<file path="config.mk">
export PLATFORM = sky130hd
export DESIGN_NAME = spi_ram_ctrl_flat
export DESIGN_NICKNAME = d
export VERILOG_FILES = /design/src/rtl/spi_ram_ctrl_if.sv /design/src/rtl/spi_ram_ctrl.sv /design/src/flat_wrapper.sv
export SDC_FILE = /design/constraint.sdc
export NUM_CORES = 1
export LEC_CHECK = 0
export ABC_AREA = 1
export CORE_MARGIN = 4
export CORE_UTILIZATION = 31
export DETAILED_ROUTE_END_ITERATION = 8
export SLEW_MARGIN = 20
export SYNTH_ARGS = -nofsm -noshare
export SYNTH_HDL_FRONTEND = slang
export SYNTH_SLANG_ARGS = --single-unit
</file>
<file path="constraint.sdc">
create_clock -name clk -period 1.5 [get_ports clk]
set_input_delay 0.15 -clock clk [delete_from_list [all_inputs] [get_ports clk]]
set_output_delay 0.15 -clock clk [all_outputs]
set_load 0.05 [all_outputs]
</file>
<file path="src/rtl/spi_ram_ctrl_if.sv">
// Signal bundle for spi_ram_ctrl: SPI frame port, single-port RAM port
// and host access port.
interface spi_ram_ctrl_if #(
   parameter int ADDR_W = 8
);
   logic [9:0]        rx_data;
   logic              rx_valid;
   logic [7:0]        tx_data;
   logic              tx_valid;
   logic [ADDR_W-1:0] ram_addr;
   logic [7:0]        ram_din;
   logic              ram_we;
   logic              ram_re;
   logic [7:0]        ram_dout;
   logic              host_req;
   logic              host_we;
   logic [ADDR_W-1:0] host_addr;
   logic [7:0]        host_wdata;
   logic              host_gnt;
   logic              host_rvalid;
   logic [7:0]        host_rdata;
   logic              err_ovf;

   modport slave (
      input  rx_data, rx_valid, ram_dout,
      input  host_req, host_we, host_addr, host_wdata,
      output tx_data, tx_valid, ram_addr, ram_din,
      output ram_we, ram_re, host_gnt, host_rvalid,
      output host_rdata, err_ovf
   );

   modport master (
      output rx_data, rx_valid, ram_dout,
      output host_req, host_we, host_addr, host_wdata,
      input  tx_data, tx_valid, ram_addr, ram_din,
      input  ram_we, ram_re, host_gnt, host_rvalid,
      input  host_rdata, err_ovf
   );
endinterface

</file>
<file path="src/rtl/spi_ram_ctrl.sv">
// Arbitrates a single-port RAM between an SPI command stream (one pending
// entry) and a host port, with starvation protection for the host.
module spi_ram_ctrl #(
   parameter int ADDR_W     = 8,
   parameter int STARVE_LIM = 4
) (
   input logic           clk,
   input logic           rst_n,
   spi_ram_ctrl_if.slave bus
);

   localparam int CW = $clog2(STARVE_LIM + 1);
   localparam logic [CW-1:0] LIM = CW'(STARVE_LIM);

   typedef enum logic [1:0] {
      IDLE,
      SPI_ACC,
      HOST_ACC
   } state_t;

   state_t            state_q, state_d;
   logic [ADDR_W-1:0] wr_ptr_q, rd_ptr_q;
   logic              pend_v_q, pend_v_d;
   logic              pend_rd_q;
   logic [ADDR_W-1:0] pend_addr_q;
   logic [7:0]        pend_data_q;
   logic [CW-1:0]     starve_q, starve_d;
   logic              spi_rd_q, spi_ret_q;
   logic              host_rd_q, host_ret_q;
   logic [7:0]        tx_data_q, host_rdata_q, ram_din_q;
   logic [ADDR_W-1:0] ram_addr_q;
   logic              tx_valid_q, host_rvalid_q;
   logic              ram_we_q, ram_re_q, host_gnt_q, err_ovf_q;

   logic [1:0] cmd;
   logic       cap, pend_ok, starved;
   logic       sel_spi, sel_host, ovf;

   assign cmd = bus.rx_data[9:8];
   assign cap = bus.rx_valid & cmd[0];

   // A queued read waits until the previous SPI read has returned.
   assign pend_ok  = pend_v_q & ~(pend_rd_q & (spi_rd_q | spi_ret_q));
   assign starved  = (starve_q == LIM);
   assign sel_spi  = pend_ok & ~starved;
   assign sel_host = bus.host_req & (~pend_ok | starved);
   assign ovf      = cap & pend_v_q & ~sel_spi;

   always_comb begin
      state_d  = IDLE;
      starve_d = starve_q;
      pend_v_d = cap | (pend_v_q & ~sel_spi);
      if (sel_spi)
         state_d = SPI_ACC;
      else if (sel_host)
         state_d = HOST_ACC;
      if (!bus.host_req || sel_host)
         starve_d = '0;
      else if (!starved)
         starve_d = starve_q + CW'(1);
   end

   always_ff @(posedge clk) begin
      if (!rst_n) begin
         state_q       <= IDLE;
         wr_ptr_q      <= '0;
         rd_ptr_q      <= '0;
         pend_v_q      <= 1'b0;
         pend_rd_q     <= 1'b0;
         pend_addr_q   <= '0;
         pend_data_q   <= '0;
         starve_q      <= '0;
         spi_rd_q      <= 1'b0;
         spi_ret_q     <= 1'b0;
         host_rd_q     <= 1'b0;
         host_ret_q    <= 1'b0;
         tx_data_q     <= '0;
         tx_valid_q    <= 1'b0;
         host_rdata_q  <= '0;
         host_rvalid_q <= 1'b0;
         ram_addr_q    <= '0;
         ram_din_q     <= '0;
         ram_we_q      <= 1'b0;
         ram_re_q      <= 1'b0;
         host_gnt_q    <= 1'b0;
         err_ovf_q     <= 1'b0;
      end else begin
         state_q    <= state_d;
         starve_q   <= starve_d;
         ram_we_q   <= 1'b0;
         ram_re_q   <= 1'b0;
         host_gnt_q <= 1'b0;
         spi_rd_q   <= 1'b0;
         host_rd_q  <= 1'b0;

         unique case (1'b1)
            sel_spi: begin
               ram_addr_q <= pend_addr_q;
               ram_din_q  <= pend_data_q;
               ram_we_q   <= ~pend_rd_q;
               ram_re_q   <= pend_rd_q;
               spi_rd_q   <= pend_rd_q;
            end
            sel_host: begin
               ram_addr_q <= bus.host_addr;
               ram_din_q  <= bus.host_wdata;
               ram_we_q   <= bus.host_we;
               ram_re_q   <= ~bus.host_we;
               host_rd_q  <= ~bus.host_we;
               host_gnt_q <= 1'b1;
            end
            default: ;
         endcase

         pend_v_q <= pend_v_d;
         if (cap) begin
            pend_rd_q   <= cmd[1];
            pend_addr_q <= cmd[1] ? rd_ptr_q : wr_ptr_q;
            pend_data_q <= bus.rx_data[7:0];
         end
         if (ovf)
            err_ovf_q <= 1'b1;

         if (bus.rx_valid) begin
            unique case (cmd)
               2'b00: wr_ptr_q <= bus.rx_data[ADDR_W-1:0];
               2'b01: wr_ptr_q <= wr_ptr_q + ADDR_W'(1);
               2'b10: rd_ptr_q <= bus.rx_data[ADDR_W-1:0];
               2'b11: rd_ptr_q <= rd_ptr_q + ADDR_W'(1);
            endcase
         end

         // RAM data is valid the cycle after the strobe.
         spi_ret_q  <= spi_rd_q;
         host_ret_q <= host_rd_q;
         if (spi_ret_q)
            tx_data_q <= bus.ram_dout;
         if (bus.rx_valid)
            tx_valid_q <= 1'b0;
         else if (spi_ret_q)
            tx_valid_q <= 1'b1;
         if (host_ret_q)
            host_rdata_q <= bus.ram_dout;
         host_rvalid_q <= host_ret_q;
      end
   end

   assign bus.tx_data     = tx_data_q;
   assign bus.tx_valid    = tx_valid_q;
   assign bus.ram_addr    = ram_addr_q;
   assign bus.ram_din     = ram_din_q;
   assign bus.ram_we      = ram_we_q;
   assign bus.ram_re      = ram_re_q;
   assign bus.host_gnt    = host_gnt_q;
   assign bus.host_rvalid = host_rvalid_q;
   assign bus.host_rdata  = host_rdata_q;
   assign bus.err_ovf     = err_ovf_q;

endmodule

</file>
<file path="src/flat_wrapper.sv">
// flat-port wrapper written by rule: the top's interface ports become plain ports
module spi_ram_ctrl_flat 
#(
   parameter int ADDR_W     = 8,
   parameter int STARVE_LIM = 4
)
  (clk, rst_n, bus_rx_data, bus_rx_valid, bus_ram_dout, bus_host_req, bus_host_we, bus_host_addr, bus_host_wdata, bus_tx_data, bus_tx_valid, bus_ram_addr, bus_ram_din, bus_ram_we, bus_ram_re, bus_host_gnt, bus_host_rvalid, bus_host_rdata, bus_err_ovf);
  spi_ram_ctrl_if #(.ADDR_W(ADDR_W)) bus_i ();
  input logic clk;
  input logic rst_n;
  input wire logic [$bits(bus_i.rx_data)-1:0] bus_rx_data;
  input wire logic [$bits(bus_i.rx_valid)-1:0] bus_rx_valid;
  input wire logic [$bits(bus_i.ram_dout)-1:0] bus_ram_dout;
  input wire logic [$bits(bus_i.host_req)-1:0] bus_host_req;
  input wire logic [$bits(bus_i.host_we)-1:0] bus_host_we;
  input wire logic [$bits(bus_i.host_addr)-1:0] bus_host_addr;
  input wire logic [$bits(bus_i.host_wdata)-1:0] bus_host_wdata;
  output wire logic [$bits(bus_i.tx_data)-1:0] bus_tx_data;
  output wire logic [$bits(bus_i.tx_valid)-1:0] bus_tx_valid;
  output wire logic [$bits(bus_i.ram_addr)-1:0] bus_ram_addr;
  output wire logic [$bits(bus_i.ram_din)-1:0] bus_ram_din;
  output wire logic [$bits(bus_i.ram_we)-1:0] bus_ram_we;
  output wire logic [$bits(bus_i.ram_re)-1:0] bus_ram_re;
  output wire logic [$bits(bus_i.host_gnt)-1:0] bus_host_gnt;
  output wire logic [$bits(bus_i.host_rvalid)-1:0] bus_host_rvalid;
  output wire logic [$bits(bus_i.host_rdata)-1:0] bus_host_rdata;
  output wire logic [$bits(bus_i.err_ovf)-1:0] bus_err_ovf;
  assign bus_i.rx_data = bus_rx_data;
  assign bus_i.rx_valid = bus_rx_valid;
  assign bus_i.ram_dout = bus_ram_dout;
  assign bus_i.host_req = bus_host_req;
  assign bus_i.host_we = bus_host_we;
  assign bus_i.host_addr = bus_host_addr;
  assign bus_i.host_wdata = bus_host_wdata;
  assign bus_tx_data = bus_i.tx_data;
  assign bus_tx_valid = bus_i.tx_valid;
  assign bus_ram_addr = bus_i.ram_addr;
  assign bus_ram_din = bus_i.ram_din;
  assign bus_ram_we = bus_i.ram_we;
  assign bus_ram_re = bus_i.ram_re;
  assign bus_host_gnt = bus_i.host_gnt;
  assign bus_host_rvalid = bus_i.host_rvalid;
  assign bus_host_rdata = bus_i.host_rdata;
  assign bus_err_ovf = bus_i.err_ovf;
  spi_ram_ctrl #(.ADDR_W(ADDR_W), .STARVE_LIM(STARVE_LIM)) u_core (.clk(clk), .rst_n(rst_n), .bus(bus_i));
endmodule
</file>
Yosys cells after proc, flatten, opt, wreduce, memory -nomap -nowiden
Cells that the tools add are included.
Word-level totals
  register bits after elaboration: 79
  input port bits: 39
  output and inout bits: 38
  logic and storage cells: 66
Operators by class
  $add $sub $neg: 3
  eq/ne operators: 4
  multiplexer cells: 8
  bitwise operators: 18
  reductions and logical operators: 12
Operators with widths (count)
  8-bit one-hot mux with 2 select lines: 4
  8-bit by 1-bit adder with 8-bit output, second input constant: 2
  1-bit AND: 8
  8-bit two-way mux: 1
  2-bit AND reduction: 4
  1-bit inverter: 7
  2-bit nonzero test: 3
  2-bit equality test, second input constant: 2
  1-bit one-hot mux with 2 select lines: 2
  2-bit OR reduction: 2
  3-bit by 1-bit adder with 3-bit output, second input constant: 1
  3-bit equality test, second input constant: 1
  1-bit OR: 3
  2-bit by 1-bit equality test with 1-bit output, second input constant: 1
  2-bit zero test: 1
  1-bit zero test: 1
  1-bit logical OR: 1
  1-bit two-way mux: 1

Longest topological paths before layout
  depth after elaboration: 9
  gate-level depth with buffers: 11
  gate-level depth less buffers: 10

Worst setup path after synthesis
OpenSTA, ideal clock, no wires.
  path type: reg-to-reg
  from: reg u_core.starve_q[0]
  to: reg u_core.ram_re_q (netlist: u_core.bus.ram_re)
  setup time: 0.121 ns
  arrival time: 1.330 ns
  data required time: 1.379 ns
  setup slack: 0.048 ns
  cell stages (with the launch flop): 11
  buffers on the path: 1
  clock period less this slack: 1.452 ns
  path through: dfxtp_1 > inv_1 > ha_1 > nand2_2 > inv_2 > nor2_4 > nand2_2 > buf_6 > or2_1 > nand2_1 > a21oi_1
Between the ends
  cells in the longest elaborated chain, start to end: 4
  elaborated cells between the ends (all ways): 6
  classes of those cells: eq/ne: 1; mux: 1; bitwise: 4
RTL lines
  start, declared: line spi_ram_ctrl.sv:27  | logic [CW-1:0] starve_q, starve_d;
  start signal, assigned: line spi_ram_ctrl.sv:89  | starve_q <= starve_d;
  3-bit equality test (*): line spi_ram_ctrl.sv:44  | assign starved = (starve_q == LIM);
  1-bit OR or 1-bit inverter (tied branches): line spi_ram_ctrl.sv:46, spi_ram_ctrl.sv:45
  1-bit AND, on equally long branches: line spi_ram_ctrl.sv:46, spi_ram_ctrl.sv:45
  1-bit one-hot mux with 2 select lines (*): line spi_ram_ctrl.sv:96  | unique case (1'b1)
  end signal, assigned: line spi_ram_ctrl.sv:101  | ram_re_q <= pend_rd_q;
  end signal, assigned: line spi_ram_ctrl.sv:108  | ram_re_q <= ~bus.host_we;
  end, declared: line spi_ram_ctrl.sv:33  | logic ram_we_q, ram_re_q, host_gnt_q, err_ovf_q;
Every way passes the cells marked *; elsewhere a longest branch is shown, timed or not.
A chain may end at the register's enable or synchronous reset.

Worst setup path after layout
  from: reg u_core.starve_q[1]
  to: reg u_core.ram_din_q[6] (netlist: u_core.bus.ram_din[6])
Between the ends
  cells in the longest elaborated chain, start to end: 4
  elaborated cells between the ends (all ways): 7
  classes of those cells: eq/ne: 1; mux: 1; bitwise: 4; reduce/logical: 1
RTL lines
  3-bit equality test (*): line spi_ram_ctrl.sv:44
  1-bit OR or 1-bit inverter (tied branches): line spi_ram_ctrl.sv:46, spi_ram_ctrl.sv:45
  1-bit AND, on equally long branches: line spi_ram_ctrl.sv:46, spi_ram_ctrl.sv:45
  8-bit one-hot mux with 2 select lines or 2-bit nonzero test (tied branches)
  end signal, assigned: line spi_ram_ctrl.sv:99  | ram_din_q <= pend_data_q;
  end signal, assigned: line spi_ram_ctrl.sv:106  | ram_din_q <= bus.host_wdata;
  end, declared: line spi_ram_ctrl.sv:30  | logic [7:0] tx_data_q, host_rdata_q, ram_din_q;
Marked as above.

==> flow_metrics.tcl <==
set metrics [dict create \
    synth_top_area_frac 0.459 \
    synth_cell_type_count 29 \
    crit_chain "inv_2, ha_4, nand2_4, inv_4, nor2_4, nand2_8, clkbuf_16, nand3_2, nand3_2, nand2_1, inv_1" \
    ys_seq_area_frac 0.459 \
    syn_to_final_growth_pct 43.7 \
    hold_buffers 0 \
    syn_nets 528 \
    whs_path_depth 3 \
    regArea_sq_um 1580 \
    worstSetupPathType "reg -> reg" \
    vdd_ir_drop_max_mv 0.481 \
    drt-vias-per-instance 4.78 \
    grt_pass1_vias 3324 \
    drt_iter0_drc 232 \
    grt_max_degree 51 \
    yosys.cell_count.top_type "nand2_1" \
    cts.sinks 79 \
    hpwl_microns 7420 \
    htreeDepth 3 \
    synth_top_family_by_area "simple AND/OR/NAND/NOR gates" \
    synthSimpleGateAreaFrac 0.279 \
    drv_cap 0 \
    critPathMostFrequentCell "nand3_2" \
    switching_share 0.297 \
    avgSynthCellArea_sq_um 7.11 \
    die-area_sq_um 12900 \
    synth_compound_area_frac 0.156 \
    initial_core_util 0.318 \
    finalHoldViolations 0 \
    ys.warnings.count 0 \
    drc 0 \
    p_total_w 0.00447 \
    clkTransAtPathRegs_ns 0.08 \
    ys.flop_type "dfxtp_1" \
    gp_congestion 0.881 \
    worstPathRequired_ns 1.75 \
    cts_tree "done" \
    switchingPower_w 0.00133 \
    worstSkewPairLatency_ns 0.35 \
    slowest_stage "dfxtp_2" \
    power_frac_seq 0.510 \
    vias 3492 \
    hold_class "in -> reg" \
    setup_viol 0 \
    grt-ovfl-total 0 \
    ant_nets 0 \
    ys_seq_elements 79 \
    path_buf_inv 4 \
    worst_slew_pin_slew_ns 0.456 \
    critical_path.endpoint_type "register" \
    num_io_pins 77 \
    clkPwrFrac 0.301 \
    die_w_microns 113 \
    fin_crit_ns 1.46 \
    startpoint_type "register" \
    cp.depth 11 \
    slew_viol_final 0 \
    synth_top_area_cell "dfxtp_1" \
    die_height_microns 113 \
    synth_edf_count 0 \
    rsz0062_at_grt "yes" \
    antenna_found_initial 0 \
    reg2regPathDepth 11 \
    p_int_w 0.00315 \
    synth_common_cells "nand2_1 (93), dfxtp_1 (79), nand3_1 (68), inv_1 (52), nor2_1 (49)" \
    cts_root_buffer "clkbuf_8" \
    path_delay_family "simple AND/OR/NAND/NOR gates" \
    grt_pass1_wl_microns 16400 \
    netlist_instances 485 \
    synth_fa_ha_area_frac 0.0145 \
    skew_ns 0.00721 \
    timing.final.crit_share 0.971 \
    syn_area_sq_um 3450 \
    track_usage 0.158 \
    multi_input_area_sq_um 1800 \
    crit_arrival_ns 1.71 \
    leakage_nw 2.30 \
    layout_setup_ws_ns 0.0441 \
    rows 38 \
    max_freq_ghz 0.687 \
    nets 629 \
    dp_slack_ns -0.115 \
    port_buffers 76 \
    synth.area.mux_share 0 \
    n_fill_cell 1106 \
    power_density_nw_per_um2 903 \
    antenna_cells 0 \
    postSynth.asyncResetShare 0 \
    crit_path_max_fanout 8 \
    drive_gt1_frac 0.247 \
    cts_made_buffers 9 \
    slew_headroom 0.694 \
    cts.path.max_buffers 2 \
    combPwrFrac 0.190 \
    critPathMaxStageDelay_ns 0.35 \
    firstDrtPassIters 4 \
    status "completed" \
    totalWireLength_microns 10200 \
    core-area_sq_um 10800 \
    synthXorXnorAreaFrac 0.00254 \
    route.detailed.wl_per_inst_microns 14.0 \
    synthTopCellsByArea "dfxtp_1 (46%), nand2_1 (10%), nand3_1 (9.9%), o21ai_0 (6.5%), a21oi_1 (5.8%)" \
    r2r_setup_slack_ns 0.04 \
]
## worst paths after layout
kind	from	to
min	bus_host_addr[5]	u_core.bus.ram_addr[5]$_SDFFE_PN0P_
max	u_core.starve_q[1]$_SDFFE_PP0P_	u_core.bus.ram_din[6]$_SDFFE_PN0P_
min reg2reg	u_core.host_rd_q$_SDFF_PN0_	u_core.host_ret_q$_SDFF_PN0_
max reg2reg	u_core.starve_q[1]$_SDFFE_PP0P_	u_core.bus.ram_din[6]$_SDFFE_PN0P_
## through the flow
stage | cells | util | hold slack (ns) | TNS [ns] | cell area, sq um
global route | 731 | 0.457 | 0.370 | -0.805 | 4950
CTS | 726 | 0.428 | 0.356 | 0 | 4640
floorplan | 485 | - | 0.229 | 0 | 3450
finish | 731 | 0.457 | 0.363 | 0 | 4950
global placement | 710 | 0.412 | 0.400 | -0.427 | 4460
detailed placement | 710 | 0.412 | 0.405 | -1.03 | 4460
## per-layer routing
layer	up-vias	global-route usage	share of wire
li1	1794	-	-
met1	1613	0.205	0.45
met2	77	0.260	0.49
met3	8	0.0281	0.045
met4	0	0.0641	0.011
met5	-	0	0
## registers in the layout (all words and copies together) (netlist names), 3 cells and up
| name | flops |
|---|---|
| u_core.bus.host_rdata | 8 |
| u_core.bus.ram_addr | 8 |
| u_core.bus.ram_din | 8 |
| u_core.bus.tx_data | 8 |
| u_core.pend_addr_q | 8 |
| u_core.pend_data_q | 8 |
| u_core.rd_ptr_q | 8 |
| u_core.starve_q | 3 |
| u_core.wr_ptr_q | 8 |
## logic make-up after synthesis
group / after synthesis
buf+inv: 76
fa+ha+maj: 4
compound gates: 101
xor+xnor: 1
simple gates: 224
flops: 79
## area by class of cell
class	count	share of cell area
clock inverters	4	0.00455
repair buffers	111	0.207
clock buffers	12	0.0273
inverters	55	0.0422
multi-input cells	330	0.364
well taps	140	0.0354
flip-flops and latches	79	0.320
## tightest hold or removal path: cells and delay by family
kind          cells  cell delay [ns]
buf+inv           1             0.41
simple gates      2             0.11
## power by group through the flow
| stage | combinational, W | clock (W) | sequential [W] |
|---|---|---|---|
| floorplan | 0.000290 | 0 | 0.00246 |
| global placement | 0.000768 | 0 | 0.00232 |
| detailed placement | 0.000772 | 0 | 0.00232 |
| CTS | 0.000781 | 0.00140 | 0.00227 |
| global route | 0.000922 | 0.00150 | 0.00230 |
| finish | 0.000848 | 0.00134 | 0.00228 |
## cells in the final DEF, fill, tap and decap left out, drive strengths merged
| master | Yosys | final |
|---|---|---|
| nand4 | 2 | 2 |
| ha | 4 | 4 |
| inv | 54 | 54 |
| clkinvlp | 0 | 1 |
| nor2 | 52 | 52 |
| or2 | 2 | 2 |
| o22ai | 2 | 2 |
| clkdlybuf4s50 | 0 | 38 |
| dfxtp | 79 | 79 |
| buf | 11 | 71 |
| nand3 | 68 | 68 |
| a21oi | 40 | 40 |
| nor3 | 2 | 2 |
| a211oi | 3 | 3 |
| o21ai | 47 | 47 |
| xnor2 | 1 | 1 |
| o211ai | 8 | 8 |
| nand2 | 98 | 98 |
| clkbuf | 10 | 14 |
| a31oi | 1 | 1 |
| clkinv | 1 | 4 |
## what timing repair did
item | CTS | global route
setup buffers | 0 | 2
resized for setup | 3 | 57
cloned | 0 | 3
pin swaps | 0 | 14
hold endpoints to repair | 0 | 0
endpoints found under the setup margin | 3 | 19
No activity file was read; power rests on OpenSTA's default activity.
